==> src/rtl/display_mode_sequencer_pkg.sv <==
// Shared state encoding and counter widths for the display mode sequencer.
package display_mode_sequencer_pkg;

  localparam int WCNT_W = 12;
  localparam int LCNT_W = 11;
  localparam int FCNT_W = 4;
  localparam int WD_W   = 24;

  localparam logic [WCNT_W-1:0] WCNT_MAX = '1;
  localparam logic [LCNT_W-1:0] LCNT_MAX = '1;
  localparam logic [FCNT_W-1:0] FCNT_MAX = '1;
  localparam logic [WD_W-1:0]   WD_MAX   = '1;

  typedef enum logic [1:0] {
    ST_ACQUIRE   = 2'd0,
    ST_LIVE      = 2'd1,
    ST_FS_WAIT   = 2'd2,
    ST_FAILSAFE  = 2'd3
  } state_e;

endpackage

==> src/rtl/display_mode_sequencer_frame_timing_meter.sv <==
// Measures active width and line count of the live source frame by frame and
// reports a frame_end/frame_good pulse pair plus per-frame error flags.
module frame_timing_meter
  import display_mode_sequencer_pkg::*;
#(
  parameter logic [WCNT_W-1:0] ACTIVE_WIDTH = 12'd1920,
  parameter logic [LCNT_W-1:0] LINE_NUM     = 11'd1080
) (
  input  logic clk_i,
  input  logic rst_i,
  input  logic d_en_i,
  input  logic v_sync_i,
  output logic frame_end_o,
  output logic frame_good_o,
  output logic width_high_err_o,
  output logic width_low_err_o,
  output logic line_high_err_o,
  output logic line_low_err_o
);

  logic              d_en_q;
  logic              v_sync_q;
  logic [WCNT_W-1:0] wcnt_q, wcnt_d;
  logic [LCNT_W-1:0] lcnt_q, lcnt_d;
  logic              wide_q, wide_d;
  logic              narrow_q, narrow_d;
  logic [3:0]        err_q, err_d;
  logic              fall_s, rise_s, wide_eff_s, narrow_eff_s;
  logic [LCNT_W-1:0] lcnt_eff_s;
  logic [3:0]        terms_s;

  // A line ending in the frame-end cycle is folded into the ending frame.
  always_comb begin
    fall_s       = d_en_q & ~d_en_i;
    rise_s       = v_sync_i & ~v_sync_q;
    wide_eff_s   = wide_q | (fall_s & (wcnt_q > ACTIVE_WIDTH));
    narrow_eff_s = narrow_q | (fall_s & (wcnt_q < ACTIVE_WIDTH));
    if (fall_s && (lcnt_q != LCNT_MAX)) begin
      lcnt_eff_s = lcnt_q + 11'd1;
    end else begin
      lcnt_eff_s = lcnt_q;
    end
    terms_s = {wide_eff_s, narrow_eff_s, (lcnt_eff_s > LINE_NUM), (lcnt_eff_s < LINE_NUM)};

    if (fall_s) begin
      wcnt_d = '0;
    end else if (d_en_i && (wcnt_q != WCNT_MAX)) begin
      wcnt_d = wcnt_q + 12'd1;
    end else begin
      wcnt_d = wcnt_q;
    end

    if (rise_s) begin
      wide_d   = 1'b0;
      narrow_d = 1'b0;
      lcnt_d   = '0;
      err_d    = terms_s;
    end else begin
      wide_d   = wide_eff_s;
      narrow_d = narrow_eff_s;
      lcnt_d   = lcnt_eff_s;
      err_d    = err_q;
    end
  end

  always_ff @(posedge clk_i or posedge rst_i) begin
    if (rst_i) begin
      d_en_q   <= 1'b0;
      v_sync_q <= 1'b0;
      wcnt_q   <= '0;
      lcnt_q   <= '0;
      wide_q   <= 1'b0;
      narrow_q <= 1'b0;
      err_q    <= 4'd0;
    end else begin
      d_en_q   <= d_en_i;
      v_sync_q <= v_sync_i;
      wcnt_q   <= wcnt_d;
      lcnt_q   <= lcnt_d;
      wide_q   <= wide_d;
      narrow_q <= narrow_d;
      err_q    <= err_d;
    end
  end

  assign frame_end_o      = rise_s;
  assign frame_good_o     = ~|terms_s;
  assign width_high_err_o = err_q[3];
  assign width_low_err_o  = err_q[2];
  assign line_high_err_o  = err_q[1];
  assign line_low_err_o   = err_q[0];

endmodule

==> src/rtl/display_mode_sequencer.sv <==
// Chooses between live video and the fail-safe pattern based on debounced frame
// quality and a v_sync watchdog; the output mux switches only on frame boundaries.
module display_mode_sequencer
  import display_mode_sequencer_pkg::*;
#(
  parameter logic [WCNT_W-1:0] ACTIVE_WIDTH = 12'd1920,
  parameter logic [LCNT_W-1:0] LINE_NUM     = 11'd1080,
  parameter logic [FCNT_W-1:0] LOCK_FRAMES  = 4'd3,
  parameter logic [FCNT_W-1:0] FAIL_FRAMES  = 4'd2,
  parameter logic [WD_W-1:0]   TIMEOUT      = 24'd8000000
) (
  input  logic       clock,
  input  logic       reset,
  input  logic       in_h_sync,
  input  logic       in_v_sync,
  input  logic       in_d_en,
  input  logic [7:0] in_data,
  input  logic       pg_h_sync,
  input  logic       pg_v_sync,
  input  logic       pg_d_en,
  input  logic [7:0] pg_data,
  output logic       pg_start,
  output logic       out_h_sync,
  output logic       out_v_sync,
  output logic       out_d_en,
  output logic [7:0] out_data,
  output logic       width_High_err,
  output logic       width_Low_err,
  output logic       Line_High_err,
  output logic       Line_Low_err,
  output logic       live,
  output logic [1:0] state
);

  state_e            state_q, state_d;
  logic [FCNT_W-1:0] good_cnt_q, good_cnt_d, good_upd_s;
  logic [FCNT_W-1:0] bad_cnt_q, bad_cnt_d, bad_upd_s;
  logic [WD_W-1:0]   wd_q, wd_d;
  logic              pg_v_sync_q;
  logic [10:0]       mux_q, mux_d;
  logic              live_q, pg_start_q;
  logic              frame_end_s, frame_good_s;
  logic              timeout_s, lock_s, fail_s, pg_rise_s;

  frame_timing_meter #(
    .ACTIVE_WIDTH (ACTIVE_WIDTH),
    .LINE_NUM     (LINE_NUM)
  ) u_meter (
    .clk_i            (clock),
    .rst_i            (reset),
    .d_en_i           (in_d_en),
    .v_sync_i         (in_v_sync),
    .frame_end_o      (frame_end_s),
    .frame_good_o     (frame_good_s),
    .width_high_err_o (width_High_err),
    .width_low_err_o  (width_Low_err),
    .line_high_err_o  (Line_High_err),
    .line_low_err_o   (Line_Low_err)
  );

  // Frame debounce counters and v_sync watchdog.
  always_comb begin
    if (frame_end_s && frame_good_s) begin
      good_upd_s = (good_cnt_q != FCNT_MAX) ? good_cnt_q + 4'd1 : good_cnt_q;
      bad_upd_s  = '0;
    end else if (frame_end_s) begin
      good_upd_s = '0;
      bad_upd_s  = (bad_cnt_q != FCNT_MAX) ? bad_cnt_q + 4'd1 : bad_cnt_q;
    end else begin
      good_upd_s = good_cnt_q;
      bad_upd_s  = bad_cnt_q;
    end
    lock_s = frame_end_s & frame_good_s & (good_upd_s >= LOCK_FRAMES);
    fail_s = frame_end_s & ~frame_good_s & (bad_upd_s >= FAIL_FRAMES);

    if (frame_end_s) begin
      wd_d = '0;
    end else if (wd_q != WD_MAX) begin
      wd_d = wd_q + 24'd1;
    end else begin
      wd_d = wd_q;
    end
    // Fires on the cycle the count reaches TIMEOUT, even if a frame ends then.
    timeout_s = (wd_q == (TIMEOUT - 24'd1));
    pg_rise_s = pg_v_sync & ~pg_v_sync_q;
  end

  // Next state, counter clear on transition, and registered output selection.
  always_comb begin
    state_d = state_q;
    case (state_q)
      ST_ACQUIRE: begin
        if (timeout_s) begin
          state_d = ST_FS_WAIT;
        end else if (lock_s) begin
          state_d = ST_LIVE;
        end else begin
          state_d = ST_ACQUIRE;
        end
      end
      ST_LIVE: begin
        if (timeout_s || fail_s) begin
          state_d = ST_FS_WAIT;
        end else begin
          state_d = ST_LIVE;
        end
      end
      ST_FS_WAIT: begin
        if (pg_rise_s) begin
          state_d = ST_FAILSAFE;
        end else begin
          state_d = ST_FS_WAIT;
        end
      end
      ST_FAILSAFE: begin
        if (lock_s && !timeout_s) begin
          state_d = ST_LIVE;
        end else begin
          state_d = ST_FAILSAFE;
        end
      end
      default: state_d = ST_ACQUIRE;
    endcase

    if (state_d != state_q) begin
      good_cnt_d = '0;
      bad_cnt_d  = '0;
    end else begin
      good_cnt_d = good_upd_s;
      bad_cnt_d  = bad_upd_s;
    end

    case (state_d)
      ST_LIVE:     mux_d = {in_h_sync, in_v_sync, in_d_en, in_data};
      ST_FAILSAFE: mux_d = {pg_h_sync, pg_v_sync, pg_d_en, pg_data};
      default:     mux_d = 11'd0;
    endcase
  end

  always_ff @(posedge clock or posedge reset) begin
    if (reset) begin
      state_q     <= ST_ACQUIRE;
      good_cnt_q  <= '0;
      bad_cnt_q   <= '0;
      wd_q        <= '0;
      pg_v_sync_q <= 1'b0;
      mux_q       <= 11'd0;
      live_q      <= 1'b0;
      pg_start_q  <= 1'b0;
    end else begin
      state_q     <= state_d;
      good_cnt_q  <= good_cnt_d;
      bad_cnt_q   <= bad_cnt_d;
      wd_q        <= wd_d;
      pg_v_sync_q <= pg_v_sync;
      mux_q       <= mux_d;
      live_q      <= (state_d == ST_LIVE);
      pg_start_q  <= (state_d == ST_FS_WAIT) || (state_d == ST_FAILSAFE);
    end
  end

  assign out_h_sync = mux_q[10];
  assign out_v_sync = mux_q[9];
  assign out_d_en   = mux_q[8];
  assign out_data   = mux_q[7:0];
  assign live       = live_q;
  assign pg_start   = pg_start_q;
  assign state      = state_q;

endmodule

==> config.mk <==
export PLATFORM = sky130hd
export DESIGN_NAME = display_mode_sequencer
export DESIGN_NICKNAME = d
export VERILOG_FILES = /design/src/rtl/display_mode_sequencer_pkg.sv /design/src/rtl/display_mode_sequencer_frame_timing_meter.sv /design/src/rtl/display_mode_sequencer.sv
export SDC_FILE = /design/constraint.sdc
export NUM_CORES = 1
export LEC_CHECK = 0
export ABC_AREA = 1
export CELL_PAD_IN_SITES_DETAIL_PLACEMENT = 1
export CELL_PAD_IN_SITES_GLOBAL_PLACEMENT = 2
export CORE_MARGIN = 5
export CORE_UTILIZATION = 35
export CTS_CLUSTER_DIAMETER = 30
export DETAILED_ROUTE_END_ITERATION = 10
export PLACE_DENSITY = 0.92
export SLEW_MARGIN = 20
export SYNTH_ARGS = -nofsm -noshare
export SYNTH_HDL_FRONTEND = slang
export SYNTH_HIERARCHICAL = 1
export SYNTH_SLANG_ARGS = --single-unit
==> constraint.sdc <==
create_clock -name clock -period 4 [get_ports clock]
set_input_delay 0.4 -clock clock [delete_from_list [all_inputs] [get_ports clock]]
set_output_delay 0.4 -clock clock [all_outputs]
set_load 0.02 [all_outputs]
# --- After elaboration in Yosys (flattened, before gate mapping) ---
# Index checks and enable logic that the tools add are counted.
# W data, S select, Z words.
totals:
  regBits: 79
  latchBits: 0
  ram_bits: 0
  mem_bits_ro: 0
  inputBits: 24
  out_inout_bits: 19
  elab_cells: 88
  mem_count: 0
classes:
  n_addsub: 5
  multipliers: 0
  div_mod_pow: 0
  order_cmp: 6
  n_eq_ne: 13
  n_shift: 0
  muxes: 23
  bitwise: 14
  n_reduce_logical: 12
ops:
  columns: ["op", "n"]
  rows:
  - ["$mux W24", 2]
  - ["$mux W4", 8]
  - ["$add A24 B1 Y24 const B", 1]
  - ["$eq A24 B23 Y1 const B", 1]
  - ["$mux W12", 2]
  - ["$ne A24 B24 Y1 const B", 1]
  - ["$mux W11", 2]
  - ["$pmux W11 S2", 1]
  - ["$add A12 B1 Y12 const B", 1]
  - ["$gt A12 B11 Y1 const B", 1]
  - ["$lt A12 B11 Y1 const B", 1]
  - ["$ne A12 B12 Y1 const B", 1]
  - ["$add A11 B1 Y11 const B", 1]
  - ["$gt A11 B11 Y1 const B", 1]
  - ["$lt A11 B11 Y1 const B", 1]
  - ["$ne A11 B11 Y1 const B", 1]
  - ["$and A1 B1 Y1", 9]
  - ["$add A4 B1 Y4 const B", 2]
  - ["$eq A2 B2 Y1 const B", 4]
  - ["$ge A4 B2 Y1 const B", 2]
  - ["$ne A4 B4 Y1 const B", 2]
  - ["$pmux W2 S4", 1]
  - ["$mux W2", 3]
  - ["$eq A2 B1 Y1 const B", 2]
  - ["other kinds (10)", 22]

# --- Depth between registers and ports, before layout ---
# Gate-level depths: netlist (run 1).
logic_depth:
  ltp_word: 16
  ltp_mapped: 25
  mapped_depth_nobuf: 24

# --- Modules after synthesis ---
# The synthesis (run 1) kept the hierarchy.
by_module_without_submodules:
  columns: ["module", "n_inst", "cells_per_inst", "area_each_um2", "seq_area_each_um2"]
  rows:
  - ["display_mode_sequencer", 1, 377, 2817.7, 1201.2]
  - ["frame_timing_meter", 1, 244, 1833.0, 775.7]

# --- Least setup slack after synthesis (run 1) ---
# Ideal clock, no wire load.
synth_path:
  path_type: "flip-flop to flip-flop"
  startpoint: "register u_meter.lcnt_q[0]"
  endpoint: "register mux_q[9]"
  setup_time_ns: 0.117
  t_arrival_ns: 2.487
  required_time_ns: 3.883
  path_slack_ns: 1.396
  path_stages_with_launch: 24
  path_buffers: 1
  period_less_slack_ns: 2.604
  path_cell_list: "dfrtp_1 -> ha_1 -> nand2_1 -> nor2_2 -> nand3_4 -> nand3_1 -> nand2_1 -> nor2_1 -> nand2_1 -> nor2_1 -> nand2_1 -> nor2_1 -> nand2_2 -> nor2_1 -> o21ai_1 -> o21ai_1 -> nor2_1 -> nand2_2 -> nand3_2 -> nand2_1 -> nand3_2 -> buf_6 -> nand3_1 -> nand2_1"
synth_between:
  elab_chain_len: 15
  word_cells_on_any_way: 27
  classes_between: "add/sub: 1; order compare: 4; eq/ne: 3; mux: 9; bitwise: 4; reduce/logical: 6"
synth_lines:
  columns: ["item", "line", "text"]
  rows:
  - ["from (decl)", "display_mode_sequencer_frame_timing_meter.sv:24", "logic [LCNT_W-1:0] lcnt_q, lcnt_d;"]
  - ["from (signal assigned)", "display_mode_sequencer_frame_timing_meter.sv:79", "lcnt_q <= lcnt_d;"]
  - ["parallel branches: the longest is 2 deep, another holds $add A11 B1 Y11", null, null]
  - ["$mux W11 *", "display_mode_sequencer_frame_timing_meter.sv:38", "if (fall_s && (lcnt_q != LCNT_MAX)) begin"]
  - ["$lt A11 B11 Y1 or $gt A11 B11 Y1 (tied branches)", "display_mode_sequencer_frame_timing_meter.sv:43", "terms_s = {wide_eff_s, narrow_eff_s, (lcnt_eff_s > LINE_NUM), (lcnt_eff_s < LINE_NUM)};"]
  - ["$reduce_or A4 Y1 *", "display_mode_sequencer_frame_timing_meter.sv:87", "assign frame_good_o = ~|terms_s;"]
  - ["$logic_not A1 Y1 *", "display_mode_sequencer_frame_timing_meter.sv:87", null]
  - ["net frame_good_s", "display_mode_sequencer.sv:42", "logic frame_end_s, frame_good_s;"]
  - ["$logic_and A1 B1 Y1", "display_mode_sequencer.sv:63", "if (frame_end_s && frame_good_s) begin"]
  - ["$mux W4", "display_mode_sequencer.sv:63", null]
  - ["$ge A4 B2 Y1 (on tied branches)", "display_mode_sequencer.sv:73, display_mode_sequencer.sv:74", null]
  - ["$and A1 B1 Y1 (on tied branches)", "display_mode_sequencer.sv:73, display_mode_sequencer.sv:74", null]
  - ["$logic_and A1 B1 Y1 or $logic_or A1 B1 Y1 (tied branches)", "display_mode_sequencer.sv:116, display_mode_sequencer.sv:102", null]
  - ["$mux W2 (on tied branches)", "display_mode_sequencer.sv:116, display_mode_sequencer.sv:102", null]
  - ["$pmux W2 S4 *", "display_mode_sequencer.sv:91", "case (state_q)"]
  - ["net state_d[1]", "display_mode_sequencer.sv:35", "state_e state_q, state_d;"]
  - ["$eq A2 B2 Y1 or $eq A2 B1 Y1 (tied branches)", "display_mode_sequencer.sv:133", "case (state_d)"]
  - ["$pmux W11 S2 *", "display_mode_sequencer.sv:133", null]
  - ["net mux_d[9]", "display_mode_sequencer.sv:40", "logic [10:0] mux_q, mux_d;"]
  - ["to (signal assigned)", "display_mode_sequencer.sv:156", "mux_q <= mux_d;"]
  - ["to (decl)", "display_mode_sequencer.sv:40", null]
# Mark *: on every way through the listed nets, which the timed path passes.
# A chain may end at the register's enable or synchronous reset.

# --- Final worst setup path (run 1) ---
layout_path:
  startpoint: "register u_meter.lcnt_q[0]"
  endpoint: "register mux_q[1]"
layout_between:
  elab_chain_len: 15
  word_cells_on_any_way: 27
  classes_between: "add/sub: 1; order compare: 4; eq/ne: 3; mux: 9; bitwise: 4; reduce/logical: 6"
layout_lines:
  columns: ["item", "line", "text"]
  rows:
  - ["parallel branches: the longest is 2 deep, another holds $add A11 B1 Y11", null, null]
  - ["$mux W11 *", "display_mode_sequencer_frame_timing_meter.sv:38", null]
  - ["$lt A11 B11 Y1 or $gt A11 B11 Y1 (tied branches)", "display_mode_sequencer_frame_timing_meter.sv:43", null]
  - ["$reduce_or A4 Y1 *", "display_mode_sequencer_frame_timing_meter.sv:87", null]
  - ["$logic_not A1 Y1 *", "display_mode_sequencer_frame_timing_meter.sv:87", null]
  - ["net frame_good_s", "display_mode_sequencer.sv:42", null]
  - ["$logic_and A1 B1 Y1", "display_mode_sequencer.sv:63", null]
  - ["$mux W4", "display_mode_sequencer.sv:63", null]
  - ["$ge A4 B2 Y1 (on tied branches)", "display_mode_sequencer.sv:73, display_mode_sequencer.sv:74", null]
  - ["$and A1 B1 Y1 (on tied branches)", "display_mode_sequencer.sv:73, display_mode_sequencer.sv:74", null]
  - ["$mux W1, or another cell as far along", "display_mode_sequencer.sv:95", "end else if (lock_s) begin"]
  - ["$mux W2 (on tied branches)", "display_mode_sequencer.sv:93, display_mode_sequencer.sv:102, display_mode_sequencer.sv:116", null]
  - ["$pmux W2 S4 *", "display_mode_sequencer.sv:91", null]
  - ["$eq A2 B2 Y1 or $eq A2 B1 Y1 (tied branches)", "display_mode_sequencer.sv:133", null]
  - ["$pmux W11 S2 *", "display_mode_sequencer.sv:133", null]
  - ["net mux_d[1]", "display_mode_sequencer.sv:40", null]
# Marked as above.

==> results by group, run 1 <==
GRT
  – First-pass GRT wire length: 22.4 mm
  – GRT busiest layer: met2
  – Largest net degree at the start of global routing: 49
  – Total grt overflow: 0
  – GR Util met1: 0.207
  – Met3 GRT Util: 0.0431
  – Initial antenna violation count: 0
  – Vias in the first global route: 4629
  – Met2 Track Usage GR: 0.315
  – Overall global routing resource usage: 0.173

Power
  – Pleak: 2.48 nW
  – Power per standard cell area: 404 nW/um2
  – Peak VDD IR: about 220 uV

Critical path
  – Crit Path Category: flip-flop to flip-flop
  – Cell count along the critical path: 23
  – Buf/Inv on CP: 1
  – Cell mode on critical path: nand2_1
  – Critical path fanouts, max: 12
  – Worst setup EP type: flip-flop
  – Peak per-stage delay on the critical path: 0.47 ns
  – CP required: 4.27 ns
  – Crit-path cells: ha_1 -> nand2_1 -> nor2_2 -> nand3_4 -> nand3b_1 -> nand2_1 -> nor2_1 -> nand2_1 -> nor2_1 -> nand2_1 -> nor2_1 -> nand2_2 -> inv_2 -> nor2_1 -> o21ai_1 -> nand3_1 -> nand2_1 -> nand2_1 -> nand2_2 -> nand2_2 -> nor2_4 -> nand3_1 -> nand2_1
  – Critical Path Start Type: flip-flop
  – Crit-path leading delay family: simple AND/OR/NAND/NOR gates
  – CP arrival: between 3 and 4 ns
  – R2R cell count: 23
  – Critical path's slowest cell: dfrtp_1

Synth
  – Largest family of logic cells by synthesized area: simple AND/OR/NAND/NOR gates
  – Synth Area in Compound Gates: 0.0751
  – Netlist cell types: 38
  – Syn Inst Count: 621
  – Adder-cell share of the synthesized area: 0.0161
  – Mapped Area: 4650 um2
  – Seq cells post-synth: between 70 and 80
  – Mapped Nets: about 650
  – Yosys warns: 6
  – Syn_area_per_cell: roughly 7.5 um2
  – Register area share after synthesis: 0.425
  – Simple-gate share of the synthesized area: 0.379
  – XOR/XNOR share of the synthesized area: 0.0188
  – Post-synthesis mux area share: 0

Floorplanning
  – FP Rows: 42
  – Die ar.: 15700 um2
  – Die H: 125 um
  – Starting Density: 0.354
  – Die W: 125 um
  – Total core area: 13100 um2
  – Boundary Pins: 43

Clocking
  – CTS tree: yes
  – Htree depth: 3
  – Clock Sinks: 79
  – Hold-fix buffers, CTS: 0
  – Setup repair bufs after CTS: 0
  – Clock Pin Slew Worst Setup and Hold Paths: 0.06 ns
  – Worst skew pair latency: approximately 0.34 ns
  – Clock tree buffer depth: 2
  – Clock root buffer master: clkbuf_16
  – CTS buffer count: 9
  – Post-CTS sizing: 0

Run
  – Max-cap violations: 0

Finish
  – Nets: 694
  – Most frequent cells in the layout: nand2_1 (138), dfrtp_1 (79), nor2_1 (74)
  – Area grow syn2layout: 18.9%
  – Fillcell total: 1664
  – Post-Route Utilization: 0.421
  – Inserted Diodes: 0
  – Most common cell after layout, fill and taps aside: nand2_1
  – Share of post-route cells with drive strength above 1: 0.103

Placed design
  – DP HPWL: 9.76 mm
  – I/O Buffers: 42
  – Gpl congestion: 0.832

Timing
  – Final Hold Fails: 0
  – Final clock skew: between 0.007 and 0.008 ns
  – Min Tclk post-route: 3.36 ns
  – Setup TNS: 0 ns
  – Final setup violation count: 0
  – Relative slew slack: 0.426
  – Final worst path period share: 0.839
  – Fmax: 0.298 GHz
  – Slew Limit Fails: 0
  – RSZ-0062 raised after global routing: false
  – Worst Tran Pin Value: 0.861 ns

Drt
  – Final WL: about 13 mm
  – DRC Markers: 0
  – TritonRoute pass-1 iters: 4
  – Vias/cell: 5.07
  – Drt wl/cell: 15.3 um
  – Post-route ant nets: 0
  – Vias: 4286
  – 1st-iter DRT viols: 190

Status
  – Status: complete, no violations

Worst hold path
  – WHS Path Cells: 2
  – HP Class: flip-flop to flip-flop
-- cell families after synthesis --
logic type / after synthesis
AOI/OAI and AO/OA: 65
xor gates and xnor gates: 10
adders and majority gates: 6
buffers and inverters: 94
DFF: 79
and+or+nand+nor: 367
-- per-layer routing --
metal | vias up | routed length, um | part of all wire
met5 | - | 0 | 0
met4 | 0 | 119 | 0.0092
met3 | 11 | 343 | 0.026
met2 | 42 | 6720 | 0.52
met1 | 2126 | 5760 | 0.45
li1 | 2107 | - | -
-- area by class of cell --
type,instances,area [um2],share of cell area
multi-input cells,448,2270,0.411
clock buffers,10,229,0.0414
flip-flops and latches,79,1980,0.357
inverters,82,309,0.0559
well taps,176,220,0.0398
repair buffers,44,435,0.0787
clock inverters,6,85.1,0.0154
-- Yosys cell counts, drive strengths merged --
master / count / area, um2
a21o: 1 / 7.51
a21oi: 20 / 100
a31oi: 4 / 25.0
and2: 1 / 6.26
buf: 11 / 90.1
clkbuf: 1 / 3.75
dfrtp: 79 / 1980
ha: 6 / 75.1
inv: 82 / 308
nand2: 153 / 617
nand3: 77 / 440
nand3b: 2 / 15.0
nand4: 19 / 119
nor2: 86 / 384
nor3: 19 / 110
nor3b: 1 / 7.51
nor4: 5 / 31.3
nor4b: 1 / 8.76
o21a: 1 / 7.51
o21ai: 32 / 160
o22ai: 4 / 25.0
o31ai: 2 / 15.0
o32ai: 1 / 8.76
or2: 3 / 21.3
xor2: 10 / 87.6
-- worst register-to-register path, cell delays in order, from the launching register on --
cell      delay, ns
dfrtp_1        0.47
ha_1           0.28
nand2_1        0.09
nor2_2         0.18
nand3_4        0.15
nand3b_1       0.15
nand2_1        0.06
nor2_1         0.11
nand2_1        0.06
nor2_1         0.09
nand2_1        0.08
nor2_1         0.20
nand2_2        0.12
inv_2          0.12
nor2_1         0.05
o21ai_1        0.10
nand3_1        0.13
nand2_1        0.11
nand2_1        0.08
nand2_2        0.11
nand2_2        0.08
nor2_4         0.25
nand3_1        0.14
nand2_1        0.09
-- registers in the layout, indices dropped and copies added (netlist names) --
signal            cells
wd_q                 24
u_meter/wide_q        1
u_meter/v_sync_q      1
u_meter/narrow_q      1
mux_q                11
live                  1
bad_cnt_q             4
state                 2
u_meter/d_en_q        1
u_meter/err_q         4
u_meter/lcnt_q       11
pg_start              1
pg_v_sync_q           1
u_meter/wcnt_q       12
good_cnt_q            4
-- power breakdown --
group | switching (mW) | internal [mW]
Combinational | 0.243 | 0.165
Clock | 0.328 | 0.544
Sequential | 0.0736 | 0.879
-- path summary, 6_finish.rpt --
path,to,from,slack [ns]
hold reg to reg,u_meter/err_q[1],u_meter/err_q[1],0.48
min in group asynchronous,u_meter/lcnt_q[7],reset,0.53
hold / removal,u_meter/err_q[1],u_meter/err_q[1],0.48
max in group asynchronous,state[1],reset,2.93
setup / recovery,mux_q[1],u_meter/lcnt_q[0],0.64
setup reg to reg,mux_q[1],u_meter/lcnt_q[0],0.64
-- per-stage QoR --
stage / cells / cell area (um2) / hold slack [ns] / worst slack [ns] / total power [mW]
2_1_floorplan: 621 / 4650 / 0.431 / 1.40 / 1.23
3_5_place_dp: 829 / 5220 / 0.468 / 0.286 / 1.38
4_1_cts: 845 / 5530 / 0.481 / 0.626 / 2.27
6_report: 845 / 5530 / 0.479 / 0.643 / 2.23
5_1_grt: 845 / 5530 / 0.506 / 0.321 / 2.37
3_3_place_gp: 829 / 5220 / 0.461 / 0.519 / 1.35
Power figures use the tool's default switching activity.
==> inputs of run 2 (changes only) <==
--- a/config.mk
+++ b/config.mk
@@ -9,10 +9,10 @@
 export CELL_PAD_IN_SITES_DETAIL_PLACEMENT = 1
 export CELL_PAD_IN_SITES_GLOBAL_PLACEMENT = 2
 export CORE_MARGIN = 5
-export CORE_UTILIZATION = 35
+export CORE_UTILIZATION = 34
 export CTS_CLUSTER_DIAMETER = 30
 export DETAILED_ROUTE_END_ITERATION = 10
-export PLACE_DENSITY = 0.92
+export PLACE_DENSITY = 0.9
 export SLEW_MARGIN = 20
 export SYNTH_ARGS = -nofsm -noshare
 export SYNTH_HDL_FRONTEND = slang
==> constraint.sdc (replaced) <==
create_clock -name clock -period 3.4 [get_ports clock]
set_input_delay 0.34 -clock clock [delete_from_list [all_inputs] [get_ports clock]]
set_output_delay 0.34 -clock clock [all_outputs]
set_load 0.02 [all_outputs]
==> results by group, run 2 (synthesized netlist as in run 1, its figures left out) <==
Finish
  – Final instance area: 5630 um2 (+1.8%)
  – Area grow syn2layout: 21.0%
  – Nets: 700 (+0.86%)
  – Inserted Diodes: 0 (unchanged)
  – FF/Latch Area: 1980 um2 (about the same)
  – Top Registers: wd_q: 24 flops, u_meter/wcnt_q: 12 flops
  – Flip-flop count of the largest register after layout: 24 (unchanged)
  – Top reg by flops: wd_q
  – Fillcell total: 1679 (+0.90%)
  – Most frequent cells in the layout: nand2_1 (138), dfrtp_1 (78), nor2_1 (73)
  – Most common cell after layout, fill and taps aside: nand2_1
  – Final cell count without fillers: 851 (+0.71%)
  – Multi-input logic area: 2300 um2 (+1.2%)
  – Share of post-route cells with drive strength above 1: 0.116 (+0.0124)

Critical path
  – Peak per-stage delay on the critical path: 0.44 ns (-0.03 ns)
  – Crit Path Category: flip-flop to flip-flop
  – Critical path's slowest cell: dfrtp_1
  – Worst R2R Start: u_meter/lcnt_q[1]
  – CP arrival: 3.33 ns (-0.30 ns)
  – Critical path fanouts, max: 12 (unchanged)
  – CP required: 3.68 ns (-0.59 ns)
  – Worst setup path end: mux_q[7]
  – Cell mode on critical path: nand2_1
  – Critical Path Start Type: flip-flop
  – Origin of the worst setup path: u_meter/lcnt_q[1]
  – R2R cell count: 24 (+4.3%)
  – Worst setup EP type: flip-flop
  – FF-to-FF End: mux_q[7]
  – Crit-path cells: ha_4 -> nand3_1 -> nor2_4 -> nand3b_1 -> nand2_1 -> inv_1 -> nor2_1 -> nand2_1 -> nor2_1 -> nand2_1 -> nor2_2 -> nand2_2 -> inv_4 -> nor2_1 -> o21ai_1 -> nand3_1 -> nand2_1 -> nand2_1 -> nand2_2 -> nand2_2 -> nor2_4 -> buf_12 -> nand3_1 -> nand2_1
  – FF-to-FF setup slack: 0.35 ns (-0.30 ns)

Timing
  – Final Hold Fails: 0 (unchanged)
  – Final setup violation count: 0 (unchanged)
  – RSZ-0062 raised after global routing: false
  – Worst Tran Pin Value: 0.880 ns (+0.0192 ns)
  – Min Tclk post-route: 3.05 ns (-0.303 ns)
  – Final worst path period share: 0.898 (+0.0590)
  – Hold Slack: 0.459 ns (-0.0198 ns)
  – Relative slew slack: 0.412 (-0.0135)
  – Setup TNS: 0 ns (unchanged)
  – Fmax: 0.327 GHz (+9.9%)
  – Final clock skew: 0.00497 ns (-0.00226 ns)
  – Slew Limit Fails: 0 (unchanged)

Run
  – Max-cap violations: 0 (unchanged)

Floorplanning
  – FP Rows: 42 (unchanged)
  – Total core area: 13300 um2 (+1.6%)
  – Die H: 127 um (+1.3%)
  – Boundary Pins: 43 (unchanged)
  – Starting Density: 0.348 (-0.00557)
  – Die ar.: 16100 um2 (+2.7%)
  – Die W: 127 um (+1.3%)

Clocking
  – CTS tree: yes
  – Clock Sinks: 79 (unchanged)
  – Htree depth: 3 (unchanged)
  – CTS buffer count: 9 (unchanged)
  – Worst skew pair latency: 0.34 ns (about the same)
  – Clock root buffer master: clkbuf_16
  – Clock tree buffer depth: 2 (unchanged)
  – Clock Pin Slew Worst Setup and Hold Paths: 0.06 ns (about the same)

Drt
  – Post-route ant nets: 0 (unchanged)
  – Final WL: 13.1 mm (+0.97%)
  – 1st-iter DRT viols: 229 (+21%)
  – TritonRoute pass-1 iters: 4 (unchanged)
  – Vias/cell: 5.06 (-0.26%)
  – DRC Markers: 0 (unchanged)
  – Vias: 4305 (+0.44%)
  – Drt wl/cell: 15.4 um (+0.26%)

GRT
  – Initial antenna violation count: 0 (unchanged)
  – Vias in the first global route: 4617 (-0.26%)
  – Largest net degree at the start of global routing: 49 (unchanged)
  – First-pass GRT wire length: 22.3 mm (-0.40%)
  – Total grt overflow: 0 (unchanged)
  – Overall global routing resource usage: 0.169 (-0.00402)

Status
  – Status: complete, no violations

Placed design
  – I/O Buffers: 42 (unchanged)
  – DP HPWL: 9.83 mm (+0.73%)
  – Post-place instance area: 5260 um2 (+0.82%)
  – Cells after DPL: 833 (+0.48%)
  – Gpl congestion: 0.814 (-2.2%)

Worst hold path
  – HP Class: input port to async pin

Power
  – Pleak: 2.53 nW (+1.8%)
  – Peak VDD IR: 280 uV (+27%)
  – Power per standard cell area: 468 nW/um2 (+16%)
-- run 2: routing by layer --
| layer | GRT usage | wire [um] |
|---|---|---|
| met1 | 0.196 | 5790 |
| met2 | 0.311 | 6810 |
| met3 | 0.0420 | 325 |
| met4 | 0.0435 | 141 |
| met5 | 0 | 0 |
-- run 2: what timing repair did --
| item | CTS | global route |
|---|---|---|
| endpoints found under the setup margin | 0 | 21 |
| resized for setup | 0 | 7 |
| endpoints found under the hold margin | 0 | 0 |
| hold buffers | 0 | 0 |
| buffers inserted | 0 | 2 |
-- run 2: worst min path at each step --
stage	end	slack [ns]
floorplan	pg_v_sync_q	0.37
detailed placement	wd_q[9]	0.46
global placement	wd_q[9]	0.46
finish	u_meter/wcnt_q[0]	0.46
CTS	u_meter/wcnt_q[0]	0.47
global route	wd_q[9]	0.50
-- run 2: metrics by stage --
| step | setup WS (ns) | utilization | total power, mW |
|---|---|---|---|
| 2_1_floorplan | 0.796 | - | 1.44 |
| 3_3_place_gp | 0.120 | 0.394 | 1.60 |
| 3_5_place_dp | -0.0195 | 0.394 | 1.63 |
| 4_1_cts | 0.120 | 0.417 | 2.66 |
| 5_1_grt | 0.00407 | 0.422 | 2.78 |
| 6_report | 0.346 | 0.422 | 2.63 |
-- run 2: layout make-up --
cell class                 instances  area share
clock buffer                      13      0.0480
clock inverter                     3     0.00711
inverter                          82      0.0554
multi-input combinational        448       0.409
sequential                        79       0.351
tap                              176      0.0391
timing repair buffer              50      0.0898
-- run 2: power by group --
| part | leakage (nW) | internal (mW) | total [mW] | switching, mW |
|---|---|---|---|---|
| Sequential | 1.03 | 1.03 | 1.12 | 0.0858 |
| Clock | 0.156 | 0.627 | 1.01 | 0.381 |
| Combinational | 1.34 | 0.213 | 0.504 | 0.291 |
-- run 2: critical path, delay by kind of cell, from the launching register on --
family,cells,cell delay (ns)
adder cells (fa/ha/maj),1,0.18
buffers and inverters,3,0.32
AND/OR/NAND/NOR,19,1.96
AO/OA/AOI/OAI,1,0.09
flip-flops,1,0.44
==> inputs of run 3 (changes only) <==
--- a/config.mk
+++ b/config.mk
@@ -5,16 +5,16 @@
 export SDC_FILE = /design/constraint.sdc
 export NUM_CORES = 1
 export LEC_CHECK = 0
-export ABC_AREA = 1
 export CELL_PAD_IN_SITES_DETAIL_PLACEMENT = 1
 export CELL_PAD_IN_SITES_GLOBAL_PLACEMENT = 2
 export CORE_MARGIN = 5
-export CORE_UTILIZATION = 34
+export CORE_UTILIZATION = 35
 export CTS_CLUSTER_DIAMETER = 30
 export DETAILED_ROUTE_END_ITERATION = 10
-export PLACE_DENSITY = 0.9
+export PLACE_DENSITY = 0.86
 export SLEW_MARGIN = 20
 export SYNTH_ARGS = -nofsm -noshare
 export SYNTH_HDL_FRONTEND = slang
 export SYNTH_HIERARCHICAL = 1
 export SYNTH_SLANG_ARGS = --single-unit
+export TNS_END_PERCENT = 30
==> results by group, run 3 <==
GRT
  – Vias in the first global route: 3938 (-15%)
  – First-pass GRT wire length: 19.8 mm (-11%)
  – Largest net degree at the start of global routing: 49 (unchanged)
  – Total grt overflow: 0 (unchanged)
  – Initial antenna violation count: 0 (unchanged)
  – Overall global routing resource usage: 0.172 (+0.00273)

Finish
  – Multi-input logic area: 2230 um2 (-3.0%)
  – Top reg by flops: wd_q
  – Final cell count without fillers: 672 (-21%)
  – Nets: 552 (-21%)
  – Inserted Diodes: 0 (unchanged)
  – Area grow syn2layout: 31.0%
  – Top Registers: wd_q: 24 flops, u_meter/wcnt_q: 12 flops
  – FF/Latch Area: 1980 um2 (+0.19%)
  – Most frequent cells in the layout: dfrtp_1 (75), nor2_1 (59), buf_4 (47)
  – Share of post-route cells with drive strength above 1: 0.219 (+0.103)
  – Fillcell total: 1334 (-21%)
  – Most common cell after layout, fill and taps aside: dfrtp_1
  – Flip-flop count of the largest register after layout: 24 (unchanged)

Drt
  – Final WL: 12.2 mm (-7.1%)
  – Post-route ant nets: 0 (unchanged)
  – 1st-iter DRT viols: 140 (-39%)
  – Vias/cell: 5.40 (+6.7%)
  – DRC Markers: 0 (unchanged)
  – TritonRoute pass-1 iters: 4 (unchanged)
  – Drt wl/cell: 18.1 um (+18%)
  – Vias: 3628 (-16%)

Placed design
  – DP HPWL: 8.42 mm (-14%)
  – Cells after DPL: 650 (-22%)
  – Gpl congestion: 0.874 (+7.4%)
  – I/O Buffers: 42 (unchanged)

Clocking
  – CTS tree: yes
  – Worst skew pair latency: 0.34 ns (about the same)
  – Hold-fix buffers, CTS: 0 (unchanged)
  – Clock Pin Slew Worst Setup and Hold Paths: 0.06 ns (about the same)
  – CTS buffer count: 9 (unchanged)
  – Htree depth: 3 (unchanged)
  – Clock Sinks: 79 (unchanged)
  – Clock tree buffer depth: 2 (unchanged)
  – Clock root buffer master: clkbuf_16

Floorplanning
  – Total core area: 12000 um2 (-10%)
  – Die W: 120 um (-5.4%)
  – Die ar.: 14400 um2 (-11%)
  – Die H: 120 um (-5.4%)
  – FP Rows: 40 (-4.8%)
  – Boundary Pins: 43 (unchanged)
  – Starting Density: 0.354 (+0.00597)

Timing
  – Fmax: 0.304 GHz (-7.2%)
  – Slew Limit Fails: 0 (unchanged)
  – Worst Tran Pin Value: 0.890 ns (+0.00915 ns)
  – Min Tclk post-route: 3.29 ns (+0.236 ns)
  – Final worst path period share: 0.967 (+0.0693)
  – Final setup violation count: 0 (unchanged)
  – Setup TNS: 0 ns (unchanged)
  – Final Hold Fails: 0 (unchanged)
  – Hold Slack: 0.381 ns (-0.0774 ns)
  – Relative slew slack: 0.407 (-0.00542)
  – Final clock skew: 0.00764 ns (+0.00266 ns)

Synth
  – Mapped Nets: 465 (-29%)
  – Synth Flop Type: dfrtp_1
  – Most common cell in the netlist: dfrtp_1
  – Yosys top cell area share: 0.466 (+0.0413)
  – Netlist cell types: 70 (+84%)
  – Seq cells post-synth: 79 (unchanged)
  – Mapped Area: 4240 um2 (-8.9%)
  – Commonest cells post-synth: dfrtp_1 (79), nor2_1 (60), nand2_1 (41)
  – EDFF count, synth: 0 (unchanged)
  – Syn_area_per_cell: 9.74 um2 (+30%)
  – Register area share after synthesis: 0.466 (+0.0413)
  – Cell taking the most area after synthesis: dfrtp_1
  – Asr flop ratio synth: 1.00 (unchanged)
  – Syn Inst Count: 435 (-30%)
  – Area contributors post-synth: dfrtp_1 (47%), nor2_1 (5.3%), xor2_1 (4.1%)
  – Yosys warns: 6 (unchanged)

Critical path
  – CP arrival: 3.56 ns (+0.23 ns)
  – Worst setup EP type: flip-flop
  – CP required: 3.68 ns (about the same)
  – Critical path's slowest cell: dfrtp_1
  – Critical Path Start Type: flip-flop
  – Buf/Inv on CP: 3 (unchanged)
  – Crit-path leading delay family: compound AO/OA/AOI/OAI gates
  – Peak per-stage delay on the critical path: 0.41 ns (-0.03 ns)
  – Cell mode on critical path: buf_4
  – Critical path fanouts, max: 11 (-1)
  – Crit-path cells: buf_4 -> and4_1 -> o311a_1 -> mux2_4 -> o21ai_2 -> nor4_4 -> buf_4 -> nor2b_2 -> nand2_1 -> o32ai_2 -> a21oi_1 -> a311oi_2 -> buf_6 -> a22o_1
  – Crit Path Category: flip-flop to flip-flop

Run
  – Max-cap violations: 0 (unchanged)

Power
  – Peak VDD IR: 269 uV (-4.1%)
  – Pleak: 2.38 nW (-5.6%)
  – Power per standard cell area: 450 nW/um2 (-3.7%)

Worst hold path
  – HP Class: input port to flip-flop

Status
  – Status: complete, no violations
[run 3: timing repair]
action,in CTS,in global routing
gates resized for setup,1,24
endpoints found under the hold margin,0,0
setup buffers,0,8
setup endpoints to repair,1,20
pin swaps,0,6
[run 3: where the power goes]
group / internal (mW) / switching [mW]
Clock: 0.631 / 0.387
Combinational: 0.193 / 0.208
Sequential: 1.01 / 0.0757
Total: 1.83 / 0.671
[run 3: logic make-up (layout without fill, tap and decap cells)]
| kind of cell | count (synthesis) | count (layout) | synth area share |
|---|---|---|---|
| fa+ha+maj | 6 | 6 | 0.0177 |
| xor+xnor | 29 | 29 | 0.0599 |
| buf+inv | 31 | 121 | 0.0336 |
| compound gates | 84 | 84 | 0.156 |
| flops | 79 | 79 | 0.466 |
| simple gates | 199 | 199 | 0.248 |
| mux | 7 | 7 | 0.0180 |
[run 3: routing by layer]
layer	share of wire	up-vias	global-route usage	wire length [um]
met1	0.45	1834	0.219	5440
met5	0	-	0	0
li1	-	1733	-	-
met2	0.50	50	0.289	6070
met4	0.014	0	0.0565	174
met3	0.039	11	0.0386	470
[run 3: final timing paths]
kind                              startpoint           endpoint  slack [ns]  depth (start not counted)
min reg2reg                 u_meter/err_q[3]   u_meter/err_q[3]        0.49                          2
max in group asynchronous              reset      good_cnt_q[2]        2.36                          2
max                        u_meter/lcnt_q[8]           mux_q[1]        0.11                         14
min                                  in_d_en     u_meter/d_en_q        0.38                          2
max reg2reg                u_meter/lcnt_q[8]           mux_q[1]        0.11                         14
min in group asynchronous              reset  u_meter/lcnt_q[3]        0.44                          3
[run 3: layout make-up]
| class | instances | share of cell area |
|---|---|---|
| clock inverters | 5 | 0.0135 |
| well taps | 147 | 0.0331 |
| repair buffers | 90 | 0.142 |
| inverters | 17 | 0.0122 |
| clock buffers | 9 | 0.0406 |
| flip-flops and latches | 79 | 0.357 |
| multi-input cells | 325 | 0.402 |
[run 3: metrics by stage]
step | worst slack [ns] | instance area (um2) | total power, mW | util
after floorplan | 0.0606 | 4250 | 1.30 | -
after global placement | -0.177 | 5080 | 1.45 | 0.425
after detailed placement | -0.359 | 5080 | 1.47 | 0.425
after CTS | 0.00240 | 5390 | 2.49 | 0.450
after global routing | -0.165 | 5550 | 2.62 | 0.464
final | 0.111 | 5550 | 2.50 | 0.464
